<file path="config.mk">
export PLATFORM = sky130hd
export DESIGN_NAME = wgt_thresh
export DESIGN_NICKNAME = d
export VERILOG_FILES = /design/src/rtl/wgt_pkg.sv /design/src/rtl/popcnt.sv /design/src/rtl/wgt_thresh.sv
export SDC_FILE = /design/constraint.sdc
export NUM_CORES = 1
export LEC_CHECK = 0
export ABC_AREA = 1
export CORE_MARGIN = 5
export CORE_UTILIZATION = 52
export DETAILED_ROUTE_END_ITERATION = 7
export PLACE_DENSITY = 0.79
export SLEW_MARGIN = 10
export SYNTH_ARGS = -nofsm -noshare
export SYNTH_HDL_FRONTEND = slang
export SYNTH_SLANG_ARGS = --single-unit
</file>
<file path="constraint.sdc">
create_clock -name CLK -period 3.1 [get_ports CLK]
set_clock_uncertainty 0.1 [all_clocks]
set_input_delay 0.62 -clock CLK [delete_from_list [all_inputs] [get_ports CLK]]
set_output_delay 0.62 -clock CLK [all_outputs]
set_load 0.005 [all_outputs]
</file>
<file path="src/rtl/wgt_pkg.sv">
// Shared constants and width helpers for weight/threshold blocks.
// Field widths are derived here so every user sizes weights the same way.
package wgt_pkg;

    localparam int PIPE_LAT = 3;

    function automatic int clog2(input int value);
        int res;
        res = 0;
        for (int i = 0; i < 16; i++) begin
            if ((32'sd1 <<< i) < value) begin
                res = i + 1;
            end else begin
                res = res;
            end
        end
        return (res < 1) ? 1 : res;
    endfunction

    // A popcount of an n-bit vector needs to hold values 0..n.
    function automatic int wgt_width(input int width);
        return clog2(width + 1);
    endfunction

    localparam int WW = wgt_width(12);

endpackage

</file>
<file path="src/rtl/popcnt.sv">
// Combinational population count of an N-bit vector.
module popcnt
    import wgt_pkg::*;
#(
    parameter  int N  = 6,
    localparam int OW = wgt_width(N)
) (
    input  logic [N-1:0]  v,
    output logic [OW-1:0] cnt
);

    // Ripple-add each bit into the running count.
    always_comb begin
        cnt = {OW{1'b0}};
        for (int i = 0; i < N; i++) begin
            cnt = cnt + OW'(v[i]);
        end
    end

endmodule

</file>
<file path="src/rtl/wgt_thresh.sv">
// Three-stage Hamming-weight threshold checker with a saturating failure counter.
// THR rides alongside its own sample so threshold changes never disturb in-flight data.
module wgt_thresh
    import wgt_pkg::*;
#(
    parameter  int WIDTH = 12,
    parameter  int CNT_W = 16,
    localparam int WW    = wgt_width(WIDTH)
) (
    input  logic             CLK,
    input  logic             RST_N,
    input  logic             VLD,
    input  logic [WIDTH-1:0] V,
    input  logic [WW-1:0]    THR,
    input  logic             CLR,
    output logic             OVLD,
    output logic [WW-1:0]    WGT,
    output logic             WLTEQ,
    output logic             WEQ,
    output logic [CNT_W-1:0] FAIL_CNT
);

    localparam int LO_N = (WIDTH + 1) / 2;
    localparam int HI_N = WIDTH / 2;
    localparam int LO_W = wgt_width(LO_N);
    localparam int HI_W = wgt_width(HI_N);

    logic [WIDTH-1:0] v_r;
    logic [WW-1:0]    thr1_r;
    logic             vld1_r;
    logic [LO_W-1:0]  lo_cnt_s;
    logic [HI_W-1:0]  hi_cnt_s;
    logic [LO_W-1:0]  lo_cnt_r;
    logic [HI_W-1:0]  hi_cnt_r;
    logic [WW-1:0]    thr2_r;
    logic             vld2_r;
    logic [WW-1:0]    sum_s;
    logic             lteq_s;
    logic             eq_s;
    logic             fail_s;
    logic [CNT_W-1:0] cnt_nxt_s;

    // Stage 1: capture the raw sample.
    always_ff @(posedge CLK or negedge RST_N) begin
        if (!RST_N) begin
            v_r    <= {WIDTH{1'b0}};
            thr1_r <= {WW{1'b0}};
            vld1_r <= 1'b0;
        end else begin
            v_r    <= V;
            thr1_r <= THR;
            vld1_r <= VLD;
        end
    end

    popcnt #(.N(LO_N)) u_pop_lo (
        .v   (v_r[LO_N-1:0]),
        .cnt (lo_cnt_s)
    );

    popcnt #(.N(HI_N)) u_pop_hi (
        .v   (v_r[WIDTH-1:LO_N]),
        .cnt (hi_cnt_s)
    );

    // Stage 2: half-vector partial counts.
    always_ff @(posedge CLK or negedge RST_N) begin
        if (!RST_N) begin
            lo_cnt_r <= {LO_W{1'b0}};
            hi_cnt_r <= {HI_W{1'b0}};
            thr2_r   <= {WW{1'b0}};
            vld2_r   <= 1'b0;
        end else begin
            lo_cnt_r <= lo_cnt_s;
            hi_cnt_r <= hi_cnt_s;
            thr2_r   <= thr1_r;
            vld2_r   <= vld1_r;
        end
    end

    // Final weight and comparisons; both operands are unsigned.
    always_comb begin
        sum_s  = WW'(lo_cnt_r) + WW'(hi_cnt_r);
        lteq_s = (sum_s <= thr2_r);
        eq_s   = (sum_s == thr2_r);
        fail_s = vld2_r & ~lteq_s;
    end

    // Stage 3: results update only on valid samples and hold otherwise.
    always_ff @(posedge CLK or negedge RST_N) begin
        if (!RST_N) begin
            OVLD  <= 1'b0;
            WGT   <= {WW{1'b0}};
            WLTEQ <= 1'b0;
            WEQ   <= 1'b0;
        end else begin
            OVLD <= vld2_r;
            if (vld2_r) begin
                WGT   <= sum_s;
                WLTEQ <= lteq_s;
                WEQ   <= eq_s;
            end else begin
                WGT   <= WGT;
                WLTEQ <= WLTEQ;
                WEQ   <= WEQ;
            end
        end
    end

    // Failure count next state: clear dominates, then saturating increment.
    always_comb begin
        cnt_nxt_s = FAIL_CNT;
        if (CLR) begin
            cnt_nxt_s = {CNT_W{1'b0}};
        end else if (fail_s && (FAIL_CNT != {CNT_W{1'b1}})) begin
            cnt_nxt_s = FAIL_CNT + {{(CNT_W-1){1'b0}}, 1'b1};
        end else begin
            cnt_nxt_s = FAIL_CNT;
        end
    end

    // Failure counter register.
    always_ff @(posedge CLK or negedge RST_N) begin
        if (!RST_N) begin
            FAIL_CNT <= {CNT_W{1'b0}};
        end else begin
            FAIL_CNT <= cnt_nxt_s;
        end
    end

endmodule

</file>
==> impl_metrics.toml <==
[cts]
cts_num_sinks = 51
cts_root_buf = "clkbuf_8"
insertion_delay_ns = 0.30
postCtsHoldBufs = 0
clockBufferDepth = 2
numCtsBuffers = 5
post_cts_resized = 0
postCtsSetupRepairBufs = 0
cts_tree = "done"
cts_max_level = 2
cts.clk_slew.worst_paths_ns = 0.09

[yosys]
syn_area_sq_um = 2480
ys_ff_latch = 51
syn-instance-count = 267
ys_types = 25
yosysSeqAreaShare_pct = 51.4
ys_warn_count = 0
syn-num-nets = 304
synth.avg_cell_area_sq_um = 9.30

[setup_path]
crit_path_end_kind = "register"
slowest_delay_ns = 0.38
critPathSlowestCell = "dfrtp_1"
critical_path_arrival_ns = 2.67
path_class = "reg2reg"
startpoint_type = "register"
cp_cell_sequence = "ha_1, fa_1, xor2_1, ha_1, nand2_1, nor2_1, nor2_2, nand2_2, nor2_4, nor2_8, nand2_1, nand2_1"
crit_required_ns = 3.20
cp_common_cell = "nand2_1"
cp_max_fo = 15

[die]
die_w_um = 79.1
start_util_pct = 52.9
num_rows = 25
fp.dieH_um = 79.1
dieArea_sq_um = 6260
core_area_sq_um = 4690
io_pins = 43

[power_and_ir_drop]
p_total_uw = 1600
p_per_area_nw_per_um2 = 527
p_leak_uw = 0.00148
vdd_ir_drop_max_mv = 0.322

[global_route]
track_usage_pct = 17.0
grt_antenna_before_repair = 0
grt_pass1_vias = 1802
grt-ovfl-total = 0
grt_pass1_wl_mm = 8.27
grt_max_degree = 32

[sta]
hold_violations = 0
max_freq_mhz = 389
min_period_over_period_pct = 83.0
maxSlewViolCount = 0
worst_pin_slew_ns = 0.480
finalCriticalPeriod_ns = 2.57
tns_ns = 0
setup_violations = 0
slew-limit-headroom_pct = 68.0
grt_setup_unrepaired = "no"
finalWorstSetupSlack_ns = 0.529

[detailed_routing]
vias_per_cell = 5.06
dr.pass1.iters = 4
initialDrtViolationCount = 71
wl_mm = 4.71
wl_per_cell_um = 12.7
final_antenna_net_count = 0
num_vias = 1876
drc = 0

[final_layout]
antenna_cells = 0
nets = 353
fin_area_sq_um = 3040
drive_above_1_share_pct = 10.7
syn2layout_area_growth_pct = 22.4

[placed_design]
placed_cell_area_sq_um = 2950
hpwl_mm = 3.62
routabilityCongestion = 0.917
dpl_worst_slack_ns = 0.541
portBuffers = 42

[status]
status = "finished clean"

[flow_run]
maxCapViolCount = 0

[min_path]
hold_class = "in2async"
==> path summary, 6_finish.rpt <==
kind	start	endpoint	slack (ns)	depth (start not counted)
setup / recovery	lo_cnt_r[0]	FAIL_CNT[14]	0.53	12
hold / removal	RST_N	v_r[1]	0.17	1
setup reg to reg	lo_cnt_r[0]	FAIL_CNT[14]	0.53	12
hold reg to reg	thr1_r[3]	thr2_r[3]	0.26	0
max in group asynchronous	RST_N	v_r[5]	1.98	2
min in group CLK	thr1_r[3]	thr2_r[3]	0.26	0
==> flip-flops by register name, summed over array words and instances (netlist names) <==
| register | flops |
|---|---|
| vld2_r | 1 |
| FAIL_CNT | 16 |
| thr1_r | 4 |
| thr2_r | 4 |
| OVLD | 1 |
| WLTEQ | 1 |
| WGT | 4 |
| lo_cnt_r | 3 |
| WEQ | 1 |
| vld1_r | 1 |
| hi_cnt_r | 3 |
| v_r | 12 |
==> kinds of logic after synthesis <==
| family | synth area share [%] |
|---|---|
| xor+xnor | 1.06 |
| buf+inv | 6.10 |
| compound gates | 2.32 |
| fa+ha+maj | 10.7 |
| simple gates | 28.4 |
| flops | 51.4 |
==> metal layers <==
metal	track usage [%]	vias to the layer above	part of all wire, %
met4	6.19	0	1.6
met5	0	-	0
met1	22.0	893	44
li1	-	922	-
met2	27.9	54	49
met3	3.85	7	5.4
==> placed cells by master (no fill, tap or decap) <==
cell             Yosys  final
a21oi_1              4      4
a31oi_1              1      1
buf_2                0      1
buf_4                0      2
clkbuf_1             0      1
clkbuf_8             0      5
clkdlybuf4s50_1      0     41
clkinv_1             1      1
clkinv_4             0      2
dfrtp_1             51     51
fa_1                 7      7
ha_1                10     10
inv_1               30     30
inv_2                1      1
nand2_1             81     81
nand2_2             13     13
nand2_4              1      1
nand3_1             14     14
nand4_1              5      5
nor2_1              28     28
nor2_2               3      3
nor2_4               3      3
nor2_8               2      2
nor3_1               2      2
o21a_1               1      1
o21ai_0              3      3
o21ai_2              1      1
xnor2_1              1      1
xor2_1               2      2
==> through the flow <==
| step | hold slack [ns] | cells | util (%) |
|---|---|---|---|
| finish | 0.168 | 371 | 64.8 |
| global route | 0.207 | 371 | 64.8 |
| CTS | 0.170 | 371 | 64.8 |
| detailed placement | 0.235 | 363 | 62.9 |
| global placement | 0.234 | 363 | 62.9 |
| floorplan | 0.224 | 267 | - |
==> worst max-delay path: cells and delay by family (launching register included) <==
kind / cells / cell delay [ns]
DFF: 1 / 0.38
adders and majority gates: 3 / 0.86
xor gates and xnor gates: 1 / 0.22
and+or+nand+nor: 8 / 0.90
==> layout make-up <==
class	instances	area [sq um]
fillers	393	1650
flip-flops and latches	51	1280
multi-input cells	182	1050
repair buffers	44	430
inverters	32	120
clock buffers	6	72.6
well taps	54	67.6
clock inverters	2	17.5
==> report_power, final <==
group          total [uW]  switching, uW  leakage (uW)  internal, uW
Sequential            784           45.8      0.000633           739
Combinational         437            235      0.000803           203
Clock                 380            218     0.0000454           162
==> cells in the mapped netlist (all sizes together) <==
cell,instances,area (sq um)
nor3,2,10.0
xnor2,1,8.76
a31oi,1,6.26
nand4,5,31.3
o21a,1,7.51
fa,7,140
nand2,95,397
inv,31,116
buf,2,31.3
nor2,36,198
clkinv,1,3.75
ha,10,125
a21oi,4,20.0
nand3,14,70.1
xor2,2,17.5
o21ai,4,23.8
dfrtp,51,1280
(Power assumes the default switching activity.)
